===== src/rtl/uart_rx_sampler.sv =====
// UART receive stage: 2-flop rx synchronizer, mid-bit oversampled 8N1 framing, valid/ready output.
// Optional parity bit between data and stop is enabled by defining RX_PARITY_EN.
module uart_rx_sampler #(
  parameter int DATA_BITS  = 8,
  parameter int OVERSAMPLE = 16,
  parameter int PARITY_ODD = 0
) (
  input  logic                 clk_in,
  input  logic                 rst,
  input  logic                 baud_tick,
  input  logic                 rx,
  output logic [DATA_BITS-1:0] rx_data,
  output logic                 rx_valid,
  input  logic                 rx_ready,
  output logic                 frame_error,
  output logic                 overrun_error,
  output logic                 parity_error
);

  localparam int CW = $clog2(OVERSAMPLE);
  localparam int IW = $clog2(DATA_BITS);
  localparam logic [CW-1:0] CNT_HALF = CW'(OVERSAMPLE / 2 - 1);
  localparam logic [CW-1:0] CNT_LAST = CW'(OVERSAMPLE - 1);
  localparam logic [IW-1:0] IDX_LAST = IW'(DATA_BITS - 1);

  if (DATA_BITS < 5 || DATA_BITS > 9 || OVERSAMPLE < 4 || (OVERSAMPLE % 2) != 0 ||
      PARITY_ODD < 0 || PARITY_ODD > 1) begin : g_param_check
    $error("uart_rx_sampler: unsupported parameter set");
  end

  typedef enum logic [2:0] {S_IDLE, S_START, S_DATA, S_PARITY, S_STOP} state_t;

  state_t               r_state;
  state_t               w_state_nxt;
  logic                 r_rx_meta;
  logic                 r_rx_s;
  logic [CW-1:0]        r_cnt;
  logic [IW-1:0]        r_bit_idx;
  logic [DATA_BITS-1:0] r_shift;
  logic                 r_wait_high;
  logic                 r_done;
  logic                 r_stop_bit;
  logic                 w_cnt_half;
  logic                 w_cnt_last;
  logic                 w_cnt_clr;
  logic                 w_cnt_inc;
  logic                 w_idx_clr;
  logic                 w_shift_en;
  logic                 w_stop_en;
  logic                 w_par_ok;

  assign w_cnt_half = (r_cnt == CNT_HALF);
  assign w_cnt_last = (r_cnt == CNT_LAST);

  always_ff @(posedge clk_in) begin
    if (rst) r_state <= S_IDLE;
    else     r_state <= w_state_nxt;
  end

  always_comb begin
    w_state_nxt = r_state;
    if (baud_tick) begin
      case (r_state)
        S_IDLE:   if (!r_rx_s && !r_wait_high) w_state_nxt = S_START;
        S_START:  if (w_cnt_half) w_state_nxt = r_rx_s ? S_IDLE : S_DATA;
`ifdef RX_PARITY_EN
        S_DATA:   if (w_cnt_last && r_bit_idx == IDX_LAST) w_state_nxt = S_PARITY;
`else
        S_DATA:   if (w_cnt_last && r_bit_idx == IDX_LAST) w_state_nxt = S_STOP;
`endif
        S_PARITY: if (w_cnt_last) w_state_nxt = S_STOP;
        S_STOP:   if (w_cnt_last) w_state_nxt = S_IDLE;
        default:  w_state_nxt = S_IDLE;
      endcase
    end
  end

  always_comb begin
    w_cnt_clr  = 1'b0;
    w_cnt_inc  = 1'b0;
    w_idx_clr  = 1'b0;
    w_shift_en = 1'b0;
    w_stop_en  = 1'b0;
    if (baud_tick) begin
      case (r_state)
        S_START: begin
          w_cnt_clr = w_cnt_half;
          w_cnt_inc = !w_cnt_half;
          w_idx_clr = w_cnt_half;
        end
        S_DATA: begin
          w_cnt_clr  = w_cnt_last;
          w_cnt_inc  = !w_cnt_last;
          w_shift_en = w_cnt_last;
        end
        S_PARITY: begin
          w_cnt_clr = w_cnt_last;
          w_cnt_inc = !w_cnt_last;
        end
        S_STOP: begin
          w_cnt_clr = w_cnt_last;
          w_cnt_inc = !w_cnt_last;
          w_stop_en = w_cnt_last;
        end
        default: w_cnt_clr = 1'b1;
      endcase
    end
  end

`ifdef RX_PARITY_EN
  logic r_par_bit;

  // Even sense: parity bit equals XOR of the data; odd sense inverts it.
  assign w_par_ok = (r_par_bit == ((^r_shift) ^ 1'(PARITY_ODD)));

  always_ff @(posedge clk_in) begin
    if (rst) begin
      r_par_bit    <= 1'b0;
      parity_error <= 1'b0;
    end else begin
      if (baud_tick && r_state == S_PARITY && w_cnt_last) r_par_bit <= r_rx_s;
      parity_error <= r_done && r_stop_bit && !w_par_ok;
    end
  end
`else
  assign w_par_ok     = 1'b1;
  assign parity_error = 1'b0;
`endif

  always_ff @(posedge clk_in) begin
    if (rst) begin
      r_rx_meta     <= 1'b1;
      r_rx_s        <= 1'b1;
      r_cnt         <= '0;
      r_bit_idx     <= '0;
      r_shift       <= '0;
      r_wait_high   <= 1'b0;
      r_done        <= 1'b0;
      r_stop_bit    <= 1'b0;
      rx_data       <= '0;
      rx_valid      <= 1'b0;
      frame_error   <= 1'b0;
      overrun_error <= 1'b0;
    end else begin
      r_rx_meta <= rx;
      r_rx_s    <= r_rx_meta;

      if (w_cnt_clr)      r_cnt <= '0;
      else if (w_cnt_inc) r_cnt <= r_cnt + CW'(1);

      if (w_idx_clr)       r_bit_idx <= '0;
      else if (w_shift_en) r_bit_idx <= r_bit_idx + IW'(1);

      if (w_shift_en) r_shift <= {r_rx_s, r_shift[DATA_BITS-1:1]};

      r_done <= w_stop_en;
      if (w_stop_en) r_stop_bit <= r_rx_s;

      // A low stop bit may be a break; hold off new starts until the line is seen high.
      if (w_stop_en && !r_rx_s)                          r_wait_high <= 1'b1;
      else if (baud_tick && r_state == S_IDLE && r_rx_s) r_wait_high <= 1'b0;

      frame_error   <= 1'b0;
      overrun_error <= 1'b0;
      if (rx_valid && rx_ready) rx_valid <= 1'b0;

      if (r_done) begin
        if (!r_stop_bit) begin
          frame_error <= 1'b1;
        end else if (w_par_ok) begin
          if (!rx_valid || rx_ready) begin
            rx_data  <= r_shift;
            rx_valid <= 1'b1;
          end else begin
            overrun_error <= 1'b1;
          end
        end
      end
    end
  end

endmodule


===== config.mk =====
export PLATFORM = sky130hd
export DESIGN_NAME = uart_rx_sampler
export DESIGN_NICKNAME = d
export VERILOG_FILES = /design/src/rtl/uart_rx_sampler.sv
export SDC_FILE = /design/constraint.sdc
export NUM_CORES = 1
export LEC_CHECK = 0
export BUFFER_PORTS_ARGS = -buffer_cell sky130_fd_sc_hd__buf_4
export CORE_MARGIN = 1
export CORE_UTILIZATION = 45
export CTS_CLUSTER_SIZE = 10
export DETAILED_ROUTE_END_ITERATION = 16
export PLACE_DENSITY_LB_ADDON = 0.15
export REMOVE_ABC_BUFFERS = 1
export SLEW_MARGIN = 30
export SYNTH_ARGS = -nofsm -noshare
export SYNTH_HDL_FRONTEND = slang
export SYNTH_SLANG_ARGS = --single-unit

===== constraint.sdc =====
create_clock -name clk_in -period 3.8 [get_ports clk_in]
set_input_delay 1.14 -clock clk_in [delete_from_list [all_inputs] [get_ports clk_in]]
set_output_delay 1.14 -clock clk_in [all_outputs]
set_load 0.1 [all_outputs]

== Word level (Yosys, flattened, before mapping) ==
Index checks and enable logic that the tools add are counted.
Cells by class
  $add $sub $neg: 2
  multiply operators: 0
  div/mod/pow operators: 0
  order comparisons: 0
  equality and inequality tests: 12
  shift operators: 0
  muxes and demuxes: 25
  bitwise gates (word level): 2
  reductions and logical operators: 21
Operators by type and width (number)
  two-way mux 1 bit: 16
  two-way mux 3 bit: 5
  case mux 3 bit (5 select lines): 1
  != test 2 bit (second input constant): 5
  equality test 3 x 2 -> 1 bit (second input constant): 2
  equality test 3 bit (second input constant): 2
  logical AND 1 bit: 6
  AND reduction 6 bit: 1
  OR reduction 2 bit: 3
  OR reduction 3 bit: 2
  zero test 1 bit: 5
  adder 4 x 1 -> 4 bit (second input constant): 1
  equality test 4 x 3 -> 1 bit (second input constant): 1
  equality test 4 bit (second input constant): 1
  case mux 1 bit (2 select lines): 2
  adder 3 x 1 -> 3 bit (second input constant): 1
  equality test 3 x 1 -> 1 bit (second input constant): 1
  zero test 3 bit: 1
  AND reduction 3 bit: 1
  two-way mux 2 bit: 1
  NOT 1 bit: 2
  nonzero test 2 bit: 1
  logical OR 1 bit: 1
Storage, ports and cells
  register bits: 34
  latch bits: 0
  memory bits (writable): 0
  bits in read-only memories: 0
  output and inout port bits: 12
  word-level logic and storage cells: 75
  memories: 0

== Depth between registers and ports, before layout ==
  depth after elaboration: 5
  depth in mapped cells: 6
  depth with buffers taken out: 6

== Worst setup path after synthesis ==
Ideal clock, no wire load.
  kind: register to output
  start point: register rx_valid
  end point: output rx_valid
  arrival: 925 ps
  slack: 1735 ps
  stages on the path, launching flop included: 1
  buffers on the path: 0
  cells stage by stage: dfxtp_1
RTL lines
  from (decl): line 13  | output logic rx_valid,
  from (signal assigned): line 141  | rx_valid <= 1'b0;
  from (signal assigned): line 165  | if (rx_valid && rx_ready) rx_valid <= 1'b0;
  from (signal assigned): line 173  | rx_valid <= 1'b1;
No word-level cell between the ends.

== Worst setup path in the final report ==
  start point: input rx_ready
  end point: register rx_data[7]
On the way
  longest elaborated chain between the ends: 2
RTL lines
  from (decl): line 14  | input logic rx_ready,
  logical OR 1 bit: line 171  | if (!rx_valid || rx_ready) begin
  AND reduction 3 bit (no source line)
  to (signal assigned): line 172  | rx_data <= r_shift;
  to (decl): line 12  | output logic [DATA_BITS-1:0] rx_data,
Every way passes these cells.
A chain may end at the register's enable or synchronous reset.

==> results.rst <==
.. list-table::
   :header-rows: 1

   * - Metric
     - Value
   * - Run status
     - complete, no violations
   * - Number of optimization iterations in the first detailed-route pass
     - 4
   * - CTS sink count
     - 34
   * - Starting density of the core
     - 47.11%
   * - Vertical extent of the die
     - 58.30 µm
   * - Routed length per placed instance
     - 11.82 µm
   * - Fraction of final layout cells sized beyond drive strength 1
     - 21.52%
   * - Placed insts
     - 195
   * - Minimum setup slack after placement
     - 1260 ps
   * - Arrival time at the worst endpoint
     - 2380 ps
   * - PnR worst setup slack
     - 1628 ps
   * - Number of DRC markers in iteration 0
     - 28
   * - Instance area after placement
     - 1565 µm²
   * - Distinct cell type count after synthesis
     - 39
   * - Worst Tran Pin Value
     - 880.1 ps
   * - Setup crit end kind
     - flip-flop
   * - Count of port buffers added during placement
     - 15
   * - Maxcap violations
     - 0
   * - Number of antenna violations at the first check in global routing
     - 0
   * - Post-synth top flop
     - sky130_fd_sc_hd__dfxtp_1
   * - Endpoint of the worst hold path
     - r_rx_s
   * - Number of instances in the synthesized netlist
     - 142
   * - Sum of negative setup slack
     - 0 ps
   * - Total wirelength of the detailed-routed design
     - 2.387 mm
   * - Global routing usage summed across all routing layers
     - 16.22%
   * - Post-CTS Setup Bufs
     - 0
   * - CTS tree
     - yes
   * - Antenna cells
     - 0
   * - Top-level port count
     - 17
   * - Routability congestion estimate
     - 0.7918
   * - Die Wd
     - 58.30 µm
   * - Clk Tree Root Cell
     - sky130_fd_sc_hd__clkbuf_4
   * - Synthesized cell area
     - 1426 µm²
   * - Hold Fails Final Rpt
     - 0
   * - R2R Path Start
     - r_bit_idx[0]
   * - Remaining Overflow, GRT
     - 0
   * - Hold wc startpoint
     - r_rx_meta
   * - Worst hold path stage count
     - 1
   * - Hold_buf cts
     - 0
   * - Endpoint of the worst register-to-register path
     - r_state[1]
   * - CTS H-Tree Depth
     - 2
   * - Power density over cell area
     - 397.1 nW/µm²
   * - Depth of the worst register-to-register path
     - 6
   * - Post-route antenna net violation count
     - 0
   * - Maximum clock rate
     - 460.4 MHz
   * - Later-pin clock latency in the skew report
     - 320 ps
   * - Average size of a mapped cell
     - 10.04 µm²
   * - Setup repair after global routing missed its margin
     - no
   * - Async set or reset register ratio after synthesis
     - 0%
   * - Cell area after layout
     - 1647 µm²
   * - Relative area change from synthesis to final layout
     - 15.44%
   * - Total die area
     - 3399 µm²
   * - Number of global-route vias before repair
     - 914
   * - Clock period minus worst slack
     - 2172 ps
   * - Number of synthesized flops with an enable pin
     - 0
   * - Avg Vias per Cell
     - 5.114
   * - Overall via count from detail_route
     - 1033
   * - Clock buffer depth
     - 2
   * - Count of pins over their slew limit
     - 0
   * - Number of nets in the finished design
     - 166
   * - Clock buffers created by TritonCTS
     - 5
   * - Final Cycle Share
     - 57.16%
   * - Total number of yosys warnings
     - 0
   * - Slack of the worst reg-to-reg path
     - 2070 ps
   * - Setup Viol. Count Final
     - 0
   * - Kind of path behind the tightest hold check
     - flip-flop to flip-flop
   * - Category of the critical setup timing path
     - input pin to flip-flop
   * - Pin count of the biggest net entering global routing
     - 33
   * - Category of the worst setup path launch point
     - input pin
   * - Worst clock skew on the final layout
     - 6.750 ps
   * - Post-layout util
     - 54.38%
   * - Worst vdd ir
     - 0.0002192 V
   * - Maximum fanout encountered on the critical timing path
     - 8
   * - Final routed DRC violation total
     - 0
   * - Count of state elements after synthesis
     - 34
   * - Leakage Power
     - 0.0006214 µW
   * - Area inside the core boundary
     - 3028 µm²
   * - Detailed Place HPWL
     - 1.595 mm
   * - Count of instances resized after the clock tree is built
     - 0
   * - Row cnt
     - 20
   * - Wire length of the first global-routing pass
     - 4.105 mm
   * - Non-filler cells in the finished layout
     - 202
   * - Clock transition at the registers of the reported paths
     - 100 ps
   * - Max transition margin
     - 41.21%
   * - Required @ worst endpoint
     - 4010 ps
   * - Share of the yosys chip area belonging to registers
     - 47.72%
cells by family (layout without fill, tap and decap cells):
kind of cell	count (synthesis)	after routing	synth area share (%)
fa+ha+maj	3	3	2.632
flops	34	34	47.72
other cells	1	1	0.2629
simple gates	54	54	21.14
compound gates	21	21	11.23
mux	19	19	13.33
buf+inv	9	25	3.070
xor+xnor	1	1	0.6141
through the flow:
stage | power [µW] | hold slack [ps]
after CTS | 663.7 | 441.3
final | 653.9 | 432.3
after detailed placement | 394.3 | 404.3
after global routing | 684.1 | 451.9
after floorplan | 382.4 | 389.5
after global placement | 393.7 | 397.1
sequential cells by signal, indices dropped and copies added (netlist names):
name and count:
r_shift 8, rx_data 8, r_cnt 4, r_bit_idx 3, r_state 3, frame_error 1
overrun_error 1, r_done 1, r_rx_meta 1, r_rx_s 1, r_stop_bit 1, r_wait_high 1
rx_valid 1
power breakdown:
part | internal [µW] | total, µW | switching, µW
combinational | 8.46 | 26.1 | 17.6
sequential | 358 | 360 | 2.23
clock | 153 | 268 | 114
worst max-delay path, cell delays in order:
cell                       delay [ps]
sky130_fd_sc_hd__buf_4             70
sky130_fd_sc_hd__nand2b_1         130
sky130_fd_sc_hd__nor2b_1          720
sky130_fd_sc_hd__mux2i_1          260
sky130_fd_sc_hd__nor2_1            50
synth_stat cells, types with 2 or more instances:
cell type                  instances  area (µm²)
sky130_fd_sc_hd__nand2_1           3       11.26
sky130_fd_sc_hd__o22ai_1           2       12.51
sky130_fd_sc_hd__nor3_1            2       10.01
sky130_fd_sc_hd__o41ai_2           2       32.53
sky130_fd_sc_hd__ha_1              3       37.54
sky130_fd_sc_hd__clkbuf_1          2       7.510
sky130_fd_sc_hd__buf_4             2       15.01
sky130_fd_sc_hd__nor2b_1           3       18.77
sky130_fd_sc_hd__nor2_1           21       78.83
sky130_fd_sc_hd__buf_2             2       10.01
sky130_fd_sc_hd__mux2i_1          19       190.2
sky130_fd_sc_hd__or2_2             3       18.77
sky130_fd_sc_hd__or3b_1            2       17.52
sky130_fd_sc_hd__and2_1            2       12.51
sky130_fd_sc_hd__o21ai_0           4       20.02
sky130_fd_sc_hd__o31ai_1           2       15.01
sky130_fd_sc_hd__nand2b_1          6       37.54
sky130_fd_sc_hd__a21oi_1           6       30.03
sky130_fd_sc_hd__dfxtp_1          34       680.7
sky130_fd_sc_hd__inv_1             2       7.510
sky130_fd_sc_hd__o211ai_1          2       15.01
layout make-up:
| cell class | count | area (µm²) |
|---|---|---|
| Fill cell | 298 | 1381 |
| Multi-Input combinational cell | 99 | 701.9 |
| Sequential cell | 34 | 680.7 |
| Timing Repair Buffer | 16 | 120.1 |
| Tap cell | 44 | 55.05 |
| Clock buffer | 6 | 51.30 |
| Clock inverter | 1 | 30.03 |
| Inverter | 2 | 7.507 |
layer usage:
layer | share of wire, % | vias to the layer above | global-route usage [%]
met4 | 1.9 | 0 | 7.143
met3 | 4.3 | 5 | 5.275
met1 | 49 | 490 | 20.89
met5 | 0 | - | 0
li1 | - | 520 | -
met2 | 45 | 18 | 24.96
layout by cell type, fill, tap and decap left out, types with 2 or more instances in the layout:
master,Yosys,layout
sky130_fd_sc_hd__nor3_1,2,2
sky130_fd_sc_hd__or2_2,3,3
sky130_fd_sc_hd__buf_4,2,16
sky130_fd_sc_hd__nor2_1,21,21
sky130_fd_sc_hd__mux2i_1,19,19
sky130_fd_sc_hd__o22ai_1,2,2
sky130_fd_sc_hd__o21ai_0,4,4
sky130_fd_sc_hd__and2_1,2,2
sky130_fd_sc_hd__inv_1,2,2
sky130_fd_sc_hd__o41ai_2,2,2
sky130_fd_sc_hd__nor2b_1,3,3
sky130_fd_sc_hd__clkbuf_4,0,5
sky130_fd_sc_hd__dfxtp_1,34,34
sky130_fd_sc_hd__a21oi_1,6,6
sky130_fd_sc_hd__ha_1,3,3
sky130_fd_sc_hd__o31ai_1,2,2
sky130_fd_sc_hd__nand2b_1,6,6
sky130_fd_sc_hd__or3b_1,2,2
sky130_fd_sc_hd__o211ai_1,2,2
sky130_fd_sc_hd__nand2_1,3,3
how the worst max path moves through the flow:
stage / startpoint / cells after the start / to / slack, ps
after floorplan: baud_tick / 4 / r_bit_idx[1] / 1510
after global placement: rx_ready / 5 / rx_data[1] / 1310
after detailed placement: rx_ready / 5 / rx_data[4] / 1260
after CTS: rx_ready / 5 / rx_data[7] / 1610
after global routing: rx_ready / 5 / rx_data[1] / 1490
final: rx_ready / 5 / rx_data[7] / 1630
No activity file was read; power rests on OpenSTA's default activity.
